### config.mk
export PLATFORM = sky130hd
export DESIGN_NAME = alu_serial_ctrl_flat
export DESIGN_NICKNAME = d
export VERILOG_FILES = /design/src/rtl/alu_serial_ctrl_if.sv /design/src/rtl/alu_serial_ctrl.sv /design/src/flat_wrapper.sv
export SDC_FILE = /design/constraint.sdc
export NUM_CORES = 1
export LEC_CHECK = 0
export CORE_MARGIN = 5
export CORE_UTILIZATION = 23
export CTS_BUF_LIST = sky130_fd_sc_hd__clkbuf_16
export CTS_CLUSTER_SIZE = 8
export DETAILED_ROUTE_END_ITERATION = 7
export DONT_BUFFER_PORTS = 1
export PLACE_DENSITY = 0.4
export SLEW_MARGIN = 20
export SYNTH_ARGS = -nofsm -noshare
export SYNTH_HDL_FRONTEND = slang
export SYNTH_SLANG_ARGS = --single-unit
### constraint.sdc
create_clock -name clk -period 2.53 [get_ports clk]
set_clock_uncertainty 0.05 [all_clocks]
set_input_delay 0.253 -clock clk [delete_from_list [all_inputs] [get_ports clk]]
set_output_delay 0.253 -clock clk [all_outputs]
set_load 0.02 [all_outputs]
### src/rtl/alu_serial_ctrl_if.sv
// ---------------------------------------------------------------------------
// alu_serial_ctrl_if
//
// Purpose: operand request / result response bus of the bit-serial ALU
// sequencer, bundled so the sequencer and its user share one port.
//
// Signals (WIDTH = operand/result width):
//   in_valid, in_ready        request handshake
//   src1, src2, alu_ctrl      operands and operation code
//   out_valid, out_ready      response handshake
//   result, zero, cout, overflow  registered result and flags
//
// Modports:
//   master - drives requests, consumes results (user side)
//   slave  - accepts requests, produces results (alu_serial_ctrl side)
// ---------------------------------------------------------------------------
interface alu_serial_ctrl_if #(
  parameter int WIDTH = 32
) ();

  logic             in_valid;
  logic             in_ready;
  logic [WIDTH-1:0] src1;
  logic [WIDTH-1:0] src2;
  logic [3:0]       alu_ctrl;
  logic             out_valid;
  logic             out_ready;
  logic [WIDTH-1:0] result;
  logic             zero;
  logic             cout;
  logic             overflow;

  modport master (
    output in_valid, src1, src2, alu_ctrl, out_ready,
    input  in_ready, out_valid, result, zero, cout, overflow
  );

  modport slave (
    input  in_valid, src1, src2, alu_ctrl, out_ready,
    output in_ready, out_valid, result, zero, cout, overflow
  );

endinterface

### src/rtl/alu_serial_ctrl.sv
// ---------------------------------------------------------------------------
// alu_serial_ctrl
//
// Purpose: executes one WIDTH-bit ALU operation by driving a single external
// 1-bit ALU slice one bit position per clock, LSB first. Owns the carry flop
// and the result assembly register; presents a valid/ready operand interface
// and a registered result with zero/cout/overflow flags.
//
// Ports:
//   clk              rising-edge clock
//   rst_n            asynchronous active-low reset
//   bus (slave)      in_valid/in_ready/src1/src2/alu_ctrl request,
//                    out_valid/out_ready/result/zero/cout/overflow response
//   slice_src1/2     current bit of latched A / B
//   slice_less       tied 0 (set-less-than is resolved here, not in the slice)
//   slice_a_invert,
//   slice_b_invert   invert controls
//   slice_cin        carry flop
//   slice_operation  00 AND, 01 OR, 10 ADD, 11 LESS
//   slice_result,
//   slice_cout,
//   slice_set_less   combinational slice outputs
//
// alu_ctrl: 0000 AND, 0001 OR, 0010 ADD, 0110 SUB, 0111 SLT, 1100 NOR.
// Any other code yields result 0 with zero=1 and the same latency.
//
// Build option: define SLT_OVF_FIX_EN to correct SLT for signed overflow
// (lt = set_less ^ overflow); otherwise SLT returns the raw MSB of A-B.
//
// WIDTH must match the WIDTH of the connected alu_serial_ctrl_if.
// ---------------------------------------------------------------------------
module alu_serial_ctrl #(
  parameter int WIDTH = 32
) (
  input  logic                clk,
  input  logic                rst_n,
  alu_serial_ctrl_if.slave    bus,
  output logic                slice_src1,
  output logic                slice_src2,
  output logic                slice_less,
  output logic                slice_a_invert,
  output logic                slice_b_invert,
  output logic                slice_cin,
  output logic [1:0]          slice_operation,
  input  logic                slice_result,
  input  logic                slice_cout,
  input  logic                slice_set_less
);

  // Index runs 0..WIDTH: 0..WIDTH-1 are bit cycles, WIDTH is the finishing
  // cycle in which the result/flags are formed from the captured MSB data.
  localparam int IDX_W = $clog2(WIDTH + 1);

  typedef enum logic [1:0] {
    IDLE = 2'd0,
    RUN  = 2'd1,
    DONE = 2'd2
  } state_t;

  typedef struct packed {
    logic [1:0] op;
    logic       a_inv;
    logic       b_inv;
    logic       known;  // listed opcode; unknown codes zero the operands
    logic       arith;  // ADD/SUB/SLT: overflow is meaningful
    logic       sub;    // carry-in of 1 to form A + ~B + 1
    logic       slt;
  } dec_t;

  function automatic dec_t decode(input logic [3:0] code);
    dec_t d;
    d = '0;
    case (code)
      4'b0000: d.known = 1'b1;
      4'b0001: begin d.known = 1'b1; d.op = 2'b01; end
      4'b0010: begin d.known = 1'b1; d.op = 2'b10; d.arith = 1'b1; end
      4'b0110: begin
        d.known = 1'b1; d.op = 2'b10; d.arith = 1'b1;
        d.b_inv = 1'b1; d.sub = 1'b1;
      end
      4'b0111: begin
        d.known = 1'b1; d.op = 2'b10; d.arith = 1'b1;
        d.b_inv = 1'b1; d.sub = 1'b1; d.slt = 1'b1;
      end
      4'b1100: begin d.known = 1'b1; d.a_inv = 1'b1; d.b_inv = 1'b1; end
      default: ;
    endcase
    return d;
  endfunction

  state_t           state_reg, state_next;
  logic [IDX_W-1:0] idx_reg;
  logic [WIDTH-1:0] a_reg, b_reg, acc_reg, acc_next, result_reg;
  logic [3:0]       ctrl_reg;
  logic             carry_reg, cin_msb_reg, cout_msb_reg, sl_reg;
  logic             in_ready_reg, out_valid_reg, zero_reg, cout_reg, overflow_reg;
  logic             in_ready_next, out_valid_next;
  logic [WIDTH-1:0] sel_mask;
  logic [WIDTH-1:0] res_final;
  logic             bit_active, last_bit, fin_cycle, ovf, lt;
  dec_t             dec;

  // In IDLE the incoming code is decoded (carry-in, operand masking);
  // afterwards the captured code drives everything.
  assign dec = decode((state_reg == IDLE) ? bus.alu_ctrl : ctrl_reg);

  assign last_bit   = (idx_reg == IDX_W'(WIDTH - 1));
  assign fin_cycle  = (idx_reg == IDX_W'(WIDTH));
  assign bit_active = (state_reg == RUN) && !fin_cycle;

  // One-hot bit select and result bit write-back.
  genvar gi;
  generate
    for (gi = 0; gi < WIDTH; gi++) begin : g_bit
      assign sel_mask[gi] = (idx_reg == IDX_W'(gi));
      assign acc_next[gi] = (bit_active && sel_mask[gi]) ? slice_result : acc_reg[gi];
    end
  endgenerate

  // Final result / SLT resolution from the captured MSB information.
  always_comb begin
    ovf = cin_msb_reg ^ cout_msb_reg;
`ifdef SLT_OVF_FIX_EN
    lt  = sl_reg ^ ovf;
`else
    lt  = sl_reg;
`endif
    res_final = dec.slt ? {{(WIDTH-1){1'b0}}, lt} : acc_reg;
  end

  // ---------------- FSM: state register ----------------
  always_ff @(posedge clk or negedge rst_n) begin
    if (!rst_n) begin
      state_reg <= IDLE;
    end else begin
      state_reg <= state_next;
    end
  end

  // ---------------- FSM: next state ----------------
  always_comb begin
    state_next = state_reg;
    case (state_reg)
      IDLE:    if (bus.in_valid)  state_next = RUN;
      RUN:     if (fin_cycle)     state_next = DONE;
      DONE:    if (bus.out_ready) state_next = IDLE;
      default: state_next = IDLE;
    endcase
  end

  // ---------------- FSM: outputs ----------------
  // Handshake outputs are computed from the next state and registered so
  // that they come straight from flops (and read 0 while in reset).
  always_comb begin
    in_ready_next   = (state_next == IDLE);
    out_valid_next  = (state_next == DONE);
    slice_src1      = 1'b0;
    slice_src2      = 1'b0;
    slice_less      = 1'b0;
    slice_a_invert  = 1'b0;
    slice_b_invert  = 1'b0;
    slice_cin       = 1'b0;
    slice_operation = 2'b00;
    if (bit_active) begin
      slice_src1      = |(a_reg & sel_mask);
      slice_src2      = |(b_reg & sel_mask);
      slice_a_invert  = dec.a_inv;
      slice_b_invert  = dec.b_inv;
      slice_cin       = carry_reg;
      slice_operation = dec.op;
    end
  end

  // ---------------- Datapath ----------------
  always_ff @(posedge clk or negedge rst_n) begin
    if (!rst_n) begin
      in_ready_reg  <= 1'b0;
      out_valid_reg <= 1'b0;
      idx_reg       <= '0;
      a_reg         <= '0;
      b_reg         <= '0;
      ctrl_reg      <= '0;
      acc_reg       <= '0;
      result_reg    <= '0;
      carry_reg     <= 1'b0;
      cin_msb_reg   <= 1'b0;
      cout_msb_reg  <= 1'b0;
      sl_reg        <= 1'b0;
      zero_reg      <= 1'b0;
      cout_reg      <= 1'b0;
      overflow_reg  <= 1'b0;
    end else begin
      in_ready_reg  <= in_ready_next;
      out_valid_reg <= out_valid_next;
      case (state_reg)
        IDLE: begin
          if (bus.in_valid) begin
            a_reg     <= dec.known ? bus.src1 : '0;
            b_reg     <= dec.known ? bus.src2 : '0;
            ctrl_reg  <= bus.alu_ctrl;
            idx_reg   <= '0;
            carry_reg <= dec.sub;
            acc_reg   <= '0;
          end
        end
        RUN: begin
          if (!fin_cycle) begin
            acc_reg   <= acc_next;
            carry_reg <= slice_cout;
            idx_reg   <= idx_reg + IDX_W'(1);
            if (last_bit) begin
              cin_msb_reg  <= carry_reg;
              cout_msb_reg <= slice_cout;
              sl_reg       <= slice_set_less;
            end
          end else begin
            result_reg   <= res_final;
            zero_reg     <= (res_final == '0);
            cout_reg     <= dec.arith & ~dec.slt & cout_msb_reg;
            overflow_reg <= dec.arith & ovf;
          end
        end
        default: ;
      endcase
    end
  end

  assign bus.in_ready  = in_ready_reg;
  assign bus.out_valid = out_valid_reg;
  assign bus.result    = result_reg;
  assign bus.zero      = zero_reg;
  assign bus.cout      = cout_reg;
  assign bus.overflow  = overflow_reg;

endmodule

### src/flat_wrapper.sv
// flat-port wrapper written by rule: the top's interface ports become plain ports
module alu_serial_ctrl_flat 
#(
  parameter int WIDTH = 32
)
  (clk, rst_n, slice_src1, slice_src2, slice_less, slice_a_invert, slice_b_invert, slice_cin, slice_operation, slice_result, slice_cout, slice_set_less, bus_in_valid, bus_src1, bus_src2, bus_alu_ctrl, bus_out_ready, bus_in_ready, bus_out_valid, bus_result, bus_zero, bus_cout, bus_overflow);
  alu_serial_ctrl_if #(.WIDTH(WIDTH)) bus_i ();
  input  logic clk;
  input  logic rst_n;
  output logic slice_src1;
  output logic slice_src2;
  output logic slice_less;
  output logic slice_a_invert;
  output logic slice_b_invert;
  output logic slice_cin;
  output logic [1:0] slice_operation;
  input  logic slice_result;
  input  logic slice_cout;
  input  logic slice_set_less;
  input wire logic [$bits(bus_i.in_valid)-1:0] bus_in_valid;
  input wire logic [$bits(bus_i.src1)-1:0] bus_src1;
  input wire logic [$bits(bus_i.src2)-1:0] bus_src2;
  input wire logic [$bits(bus_i.alu_ctrl)-1:0] bus_alu_ctrl;
  input wire logic [$bits(bus_i.out_ready)-1:0] bus_out_ready;
  output wire logic [$bits(bus_i.in_ready)-1:0] bus_in_ready;
  output wire logic [$bits(bus_i.out_valid)-1:0] bus_out_valid;
  output wire logic [$bits(bus_i.result)-1:0] bus_result;
  output wire logic [$bits(bus_i.zero)-1:0] bus_zero;
  output wire logic [$bits(bus_i.cout)-1:0] bus_cout;
  output wire logic [$bits(bus_i.overflow)-1:0] bus_overflow;
  assign bus_i.in_valid = bus_in_valid;
  assign bus_i.src1 = bus_src1;
  assign bus_i.src2 = bus_src2;
  assign bus_i.alu_ctrl = bus_alu_ctrl;
  assign bus_i.out_ready = bus_out_ready;
  assign bus_in_ready = bus_i.in_ready;
  assign bus_out_valid = bus_i.out_valid;
  assign bus_result = bus_i.result;
  assign bus_zero = bus_i.zero;
  assign bus_cout = bus_i.cout;
  assign bus_overflow = bus_i.overflow;
  alu_serial_ctrl #(.WIDTH(WIDTH)) u_core (.clk(clk), .rst_n(rst_n), .bus(bus_i), .slice_src1(slice_src1), .slice_src2(slice_src2), .slice_less(slice_less), .slice_a_invert(slice_a_invert), .slice_b_invert(slice_b_invert), .slice_cin(slice_cin), .slice_operation(slice_operation), .slice_result(slice_result), .slice_cout(slice_cout), .slice_set_less(slice_set_less));
endmodule
## Word level (Yosys, flattened, before mapping)

Cells that the tools add are included.

- Memories kept: 0
- Bits in latches: 0
- Bits in read-only memories: 0
- RAM bits: 0
- Word-level logic and storage cells: 274
- Output and inout port bits: 45
- Input bits: 75
- Register bits after elaboration: 149

- Magnitude comparators: 0
- Bitwise operators: 8
- Multiplexer cells: 62
- Equal/unequal tests: 74
- Divide/modulo/power cells: 0
- Multipliers: 0
- Shift-type cells: 0
- Reductions and logical operators: 82
- $add $sub $neg: 1

Operator list:

| kind | number |
|---|---|
| $mux 32 | 5 |
| $reduce_and 4->1 | 32 |
| $eq 6x5->1 const B | 16 |
| $ne 2x2->1 const B | 34 |
| $and 32x32->32 | 2 |
| $pmux 32 s2 | 1 |
| $reduce_or 32->1 | 2 |
| $eq 6x4->1 const B | 8 |
| $mux 1 | 45 |
| $logic_and 1x1->1 | 33 |
| $logic_not 32->1 | 1 |
| $eq 6x3->1 const B | 4 |
| $eq 6x2->1 const B | 2 |
| $mux 6 | 2 |
| $pmux 6 s2 | 1 |
| $eq 4x3->1 const B | 2 |
| $mux 2 | 4 |
| $add 6x1->6 const B | 1 |
| $eq 6x1->1 const B | 1 |
| $eq 6x6->1 const B | 1 |
| $logic_not 6->1 | 1 |
| $pmux 2 s3 | 1 |
| $reduce_and 3->1 | 2 |
| $reduce_or 3->1 | 2 |
| other kinds (18) | 24 |

## Longest topological paths before layout

Gate-level depths: netlist (run 1).

- Depth in word-level cells: 7
- Depth in mapped cells: 9
- Mapped depth without buffers: 8

## Least setup slack after synthesis (run 1)

Ideal clock, no wire load.

- Path kind: register to output
- From: register u_core.idx_reg[0]
- To: output port slice_src1
- Setup slack: 131 ps
- Arrival time: 2,096 ps
- Data required time: 2,227 ps
- Stages on the path, launching flop included: 9
- Path buffers: 1
- Path through: dfrtp_1 > inv_1 > ha_1 > or3b_2 > clkbuf_1 > a211o_1 > nand3_1 > nor4_1 > a31oi_1

- Longest elaborated chain between the ends: 4
- Elaborated cells between the ends (all ways): 38
- Those cells by class: eq/ne: 32; mux: 1; bitwise: 1; reduce/logical: 4

RTL lines:

| element | line | text |
|---|---|---|
| from (decl) | alu_serial_ctrl.sv:92 | `logic [IDX_W-1:0] idx_reg;` |
| from (signal assigned) | alu_serial_ctrl.sv:210 | `idx_reg <= idx_reg + IDX_W'(1);` |
| $eq 6x1->1 (tied with other cells) | alu_serial_ctrl.sv:115 | `assign sel_mask[gi] = (idx_reg == IDX_W'(gi));` |
| $and 32x32->32 / $logic_not 1->1 (equally long branches) | alu_serial_ctrl.sv:165, alu_serial_ctrl.sv:109 |  |
| $reduce_or 32->1 / $logic_and 1x1->1 (equally long branches) | alu_serial_ctrl.sv:165, alu_serial_ctrl.sv:109 |  |
| $mux 1 * | alu_serial_ctrl.sv:164 | `if (bit_active) begin` |
| to (decl) | flat_wrapper.sv:10 | `output logic slice_src1;` |

Mark *: on every way between the ends. The rest lies on a longest branch, timed or not.

## Worst setup path in the final report (run 1)

Ends and elaborated chain as after synthesis.

==> results of run 1 <==
cell families after synthesis:
group | share of synthesized area, %
flops | 50.5
simple gates | 20.4
other cells | 0.0508
buf+inv | 4.78
compound gates | 19.4
fa+ha+maj | 0.678
xor+xnor | 0.593
mux | 3.58
layer usage:
| layer | vias up | wire (µm) | part of all wire (%) | track usage, % |
|---|---|---|---|---|
| li1 | 2959 | - | - | - |
| met4 | 0 | 196 | 0.81 | 3.34 |
| met2 | 127 | 11100 | 46 | 20.7 |
| met5 | - | 0 | 0 | 0 |
| met3 | 14 | 1080 | 4.5 | 3.19 |
| met1 | 2937 | 11700 | 49 | 19.2 |
per-stage QoR:
stage	hold WS [ns]	area, µm²	util, %	cells
after floorplan	-0.0926	7380	-	799
after global placement	-0.0886	8090	25.6	1192
after detailed placement	-0.0883	8090	25.6	1192
after CTS	-0.561	9530	30.1	1301
after global routing	-0.565	9630	30.4	1307
final	-0.537	9630	30.4	1307
layout make-up:
| cell class | instances | area share (%) |
|---|---|---|
| Clock buffer | 17 | 4.42 |
| Clock inverter | 14 | 1.52 |
| Inverter | 7 | 0.273 |
| Multi-Input combinational cell | 578 | 35.5 |
| Sequential cell | 149 | 38.8 |
| Tap cell | 402 | 5.22 |
| Timing Repair Buffer | 140 | 14.2 |
worst min path at each step:
stage               startpoint                                end  slack [ns]  depth (start not counted)
global route             rst_n  u_core.bus.result[26]$_DFFE_PN0P_       -0.56                          0
CTS                      rst_n  u_core.bus.result[26]$_DFFE_PN0P_       -0.56                          0
finish                   rst_n     u_core.acc_reg[20]$_DFFE_PN0P_       -0.54                          0
floorplan                rst_n        u_core.a_reg[0]$_DFFE_PN0P_       -0.09                          0
detailed placement       rst_n  u_core.bus.result[26]$_DFFE_PN0P_       -0.09                          0
global placement         rst_n  u_core.bus.result[26]$_DFFE_PN0P_       -0.09                          0
worst max-delay path, cell delays in order (launching register included):
cell,delay (ns)
dfrtp_2,0.45
buf_6,0.14
ha_4,0.16
buf_8,0.14
a22oi_2,0.15
o21ai_1,0.09
a22o_1,0.21
nor4_2,0.32
a31oi_2,0.16
buf_4,0.18
power by group:
part           switching (mW)  total (mW)  internal (mW)  leakage, nW
logic                    2.77        5.03           2.26         1.91
registers                1.05        4.41           3.36         1.83
clock network            1.01        2.53           1.52        0.285
total                    4.83        12.0           7.14         4.02
Yosys cell counts, types with 6 or more instances:
master	count
nand2_1	233
mux2_2	10
buf_2	9
nor3_1	6
and3_1	6
nand3_1	25
inv_1	6
buf_6	9
nor2_1	23
nor4_1	11
nor2b_1	6
a21oi_1	13
dfrtp_1	149
clkbuf_1	40
a31oi_1	7
o31ai_1	18
mux2i_1	14
a21oi_2	60
o211ai_1	17
nand4_1	8
buf_1	6
o21ai_0	52
a22o_1	10
timing repair:
item,CTS,global route
endpoints found under the setup margin,6,5
endpoints found under the hold margin,222,149
pin swaps,7,8
setup buffers,7,6
resized for setup,30,13
==> impl_metrics.ini, run 1 <==
[clock_tree]
cts.sink_count = 149
cts_buffers = 17
clk_latency_ns = 0.43
ctsRootBufferMaster = clkbuf_16
cts_buffer_depth = 2
holdBufCountCts = 71
cts_tree = built
h-tree-depth = 4
clk_pin_slew_worst_paths_ns = 0.06

[global_route]
grt_antenna_before_repair = 0
grtUsageTotal_pct = 13.5
grt_pass1_wl_um = 37800
grt-ovfl-total = 0
grt_pass1_vias = 6376
grt_max_degree = 150

[pwr]
leakagePower_nw = 4.02
ir_drop_mv = 0.567
power_mw = 12.0
power_density_nw_per_um2 = 1240

[layout]
final_nets = 972
drive_gt1_share_pct = 21.7
n_fill_cell = 3323
multi_input_area_um2 = 3420
diodes = 0
layout_commonest_cell = nand2_1
syn2layout_area_growth_pct = 30.4
final_cell_mix = 231 x nand2_1, 143 x dfrtp_1, 71 x dlygate4sd3_1
regArea_um2 = 3740

[setup_path]
reg2regPathDepth = 6
crit_required_ns = 2.23
cp-startpoint = u_core.idx_reg[0]$_DFFE_PN0P_
r2r-start = u_core.state_reg[1]$_DFF_PN0_
startpoint_type = register
regToRegSetupSlack_ns = 0.22
worstSetupPathType = reg -> out
endpoint = slice_src1
cp-end-kind = output port
r2r_end = u_core.a_reg[13]$_DFFE_PN0P_
crit_arrival_ns = 2.42
cp_max_fo = 8

[placed_design]
hpwl_um = 16900
routabilityCongestion = 0.781
place_worst_setup_slack_ns = 0.108
place.port_buffers = 0

[floorplan]
die-area_um2 = 35800
io_pins = 120
die_y_um = 189
die_w_um = 189
start_util_pct = 23.3
row_count = 65
core_area_um2 = 31600

[timing]
report.final.hold_viol_count = 149
worst_pin_slew_ns = 0.553
fin_hold_ws_ns = -0.537
post-route-period-util_pct = 108
rsz0062_at_grt = yes
relSlewSlack_pct = 63.1
finalSetupTns_ns = -0.372
drv_slew = 0
fin_ws_ns = -0.196
period_minus_slack_ns = 2.73
setup_violations = 2
fmax_mhz = 367

[synth]
syn-num-nets = 878
ys_ff_latch = 149
netlist_instances = 799
synth_edf_count = 0
synth_cell_types = 59
synthesis.area_um2 = 7380
synthTopCellsByArea = dfrtp_1 50%, nand2_1 12%, a21oi_2 7.1%
yosysSeqAreaShare_pct = 50.5
async_flop_share_pct = 100
yosysWarnings = 0
synth_top_cell_by_area = dfrtp_1
synthFlopType = dfrtp_1
synth_top_area_share_pct = 50.5
syn_area_per_cell_um2 = 9.24

[drt]
avgRoutedWirePerCell_um = 18.4
routed_wl_um = 24100
dr.pass1.iters = 4
ant_nets = 0
drt-vias-per-instance = 4.62
drt-initial-drc-count = 280
drc = 0
vias = 6037

[outcome]
status = complete, but fails checks
violations = negative hold slack, negative setup slack

[hold_path]
min-delay-path-class = in -> async

[run]
cap_violations = 0
(Power assumes the default switching activity.)
==> inputs of run 2 (changes only) <==
BUFFER_PORTS_ARGS = -buffer_cell sky130_fd_sc_hd__buf_2   (was unset)
CORE_ASPECT_RATIO = 1.4   (was unset)
DONT_BUFFER_PORTS = unset   (was 1)
PLACE_DENSITY = 0.43   (was 0.4)
==> run 2 against run 1 <==
The run ends with negative setup slack left. Global-route usage is 0.13 points lower. Combinational power increased by 5.4%. Power grew 1.9%. Die area up 0.14%. Worst setup slack improved by 0.11 ns. Hold slack better by 0.56 ns. Via count grew 2.7%. Wire length down 2.5%. Critical path depth did not move. Sequential power is 5.9% lower. Final area rose by 1.4%. Flip-flop and latch count stayed put. Largest cell class unchanged. Largest power group unchanged.
==> impl_metrics.ini, run 2 (synthesized netlist as in run 1, its figures left out) <==
[timing]
setup_violations = 2
period_minus_slack_ns = 2.61
report.final.hold_viol_count = 0
fmax_mhz = 383
relSlewSlack_pct = 62.9
worst_pin_slew_ns = 0.557
rsz0062_at_grt = yes
fin_ws_ns = -0.0833
drv_slew = 0
finalSetupTns_ns = -0.153
post-route-period-util_pct = 103

[clock_tree]
cts_buffers = 17
cts.sink_count = 149
cts_buffer_depth = 2
h-tree-depth = 4
cts_tree = built
clk_latency_ns = 0.43
clk_pin_slew_worst_paths_ns = 0.07
ctsRootBufferMaster = clkbuf_16

[setup_path]
crit_path_cell_trace = buf_4 -> ha_4 -> buf_4 -> nand3b_1 -> nor3_1 -> a21oi_1 -> nand4_1 -> o31a_1 -> buf_4
reg2regPathDepth = 6
crit_cells = 9
critPathSlowestCell = dfrtp_1
cp-end-kind = output port
startpoint_type = register
r2r-start = u_core.state_reg[1]$_DFF_PN0_
cp_top_family = buffers and inverters
cp-startpoint = u_core.idx_reg[0]$_DFFE_PN0P_
crit_required_ns = 2.23
crit_arrival_ns = 2.31
cp_max_fo = 12
regToRegSetupSlack_ns = 0.35
crit_buf_inv = 3
crit_top_cell = buf_4
endpoint = slice_src2
cp_slowest_stage_delay_ns = 0.43
worstSetupPathType = reg -> out
r2r_end = u_core.a_reg[14]$_DFFE_PN0P_

[layout]
syn2layout_area_growth_pct = 32.2
final_cell_mix = 232 x nand2_1, 143 x dfrtp_1, 113 x buf_2
n_fill_cell = 3420
drive_gt1_share_pct = 32.3
final_nets = 1039
layout_commonest_cell = nand2_1
stdcell_area_um2 = 9760
diodes = 0

[drt]
drt-vias-per-instance = 4.53
dr.pass1.iters = 4
drt-initial-drc-count = 279
avgRoutedWirePerCell_um = 17.2
drc = 0
ant_nets = 0
routed_wl_um = 23500
vias = 6201

[global_route]
grt_pass1_wl_um = 37800
grtUsageTotal_pct = 13.3
grt_max_degree = 54
grt_antenna_before_repair = 0
grt_pass1_vias = 6655
grt-ovfl-total = 0

[pwr]
power_density_nw_per_um2 = 1250
leakagePower_nw = 4.25
ir_drop_mv = 0.488

[outcome]
violations = negative setup slack
status = complete, but fails checks

[placed_design]
hpwl_um = 17700
routabilityCongestion = 0.821
place.port_buffers = 118
dpl-instance-area_um2 = 8660

[floorplan]
die-area_um2 = 35800
io_pins = 120
core_area_um2 = 31700
start_util_pct = 23.3
die_y_um = 222
row_count = 77
die_w_um = 161

[hold_path]
min-delay-path-class = in -> reg

[run]
cap_violations = 0
-- run 2: changes by cell type in the layout (fill, tap and decap cells not counted), sizes merged --
cell / change
clkinv: -6
buf: +109
dlygate4sd3: -42
inv: +7
-- run 2: through the flow --
step	total power, mW	std cells	util [%]	hold slack [ns]	setup slack [ns]
after detailed placement	9.23	1302	27.3	0.100	0.169
after global routing	13.1	1368	30.8	0.0106	-0.188
after CTS	12.3	1366	30.6	0.000112	-0.136
final	12.2	1368	30.8	0.0218	-0.0833
after floorplan	7.29	799	-	-0.0926	0.131
after global placement	9.18	1302	27.3	0.0992	0.190
-- run 2: per-layer routing --
metal  share of wire (%)  wire length (µm)  GRT usage (%)  vias to the layer above
met4                 1.5               347           3.85                        0
met5                   0                 0              0                        -
li1                    -                 -              -                     3097
met2                  53             12400           23.7                      109
met1                  43             10100           16.5                     2975
met3                 2.7               644           2.38                       20
-- run 2: worst min-delay path, cell delays in order --
cell	delay [ns]
buf_2	0.10
nand2_1	0.07
a21oi_2	0.05
-- run 2: repair_timing --
action / in CTS / in global routing
setup buffers: 3 / 2
gates cloned: 0 / 0
hold buffers: 29 / 0
endpoints found under the hold margin: 121 / 0
resized for setup: 33 / 10
setup endpoints to repair: 6 / 7
pin swaps: 3 / 2
-- run 2: final cells by class --
class                      instances  area [µm²]  area share, %
clock buffer                      17         425           4.36
clock inverter                    15         205           2.10
inverter                           7        26.3          0.269
multi-input combinational        578        3420           35.0
sequential                       149        3740           38.3
tap                              395         494           5.06
timing repair buffer             207        1460           14.9
-- run 2: worst min-delay path by stage --
stage | startpoint | cells after the start | slack, ns | end
6_report | bus_src1[10] | 3 | 0.02 | u_core.a_reg[10]$_DFFE_PN0P_
5_1_grt | bus_src2[23] | 3 | 0.01 | u_core.b_reg[23]$_DFFE_PN0P_
4_1_cts | bus_src1[28] | 3 | 0.0001 | u_core.a_reg[28]$_DFFE_PN0P_
3_5_place_dp | rst_n | 1 | 0.10 | u_core.a_reg[22]$_DFFE_PN0P_
3_3_place_gp | rst_n | 1 | 0.1 | u_core.a_reg[11]$_DFFE_PN0P_
2_1_floorplan | rst_n | 0 | -0.09 | u_core.a_reg[0]$_DFFE_PN0P_
-- run 2: power breakdown --
part / leakage, nW / internal [mW] / total (mW) / switching [mW]
Clock: 0.305 / 1.60 / 2.75 / 1.14
Combinational: 2.12 / 2.25 / 5.30 / 3.05
Sequential: 1.83 / 3.36 / 4.15 / 0.792
Total: 4.25 / 7.21 / 12.2 / 4.98
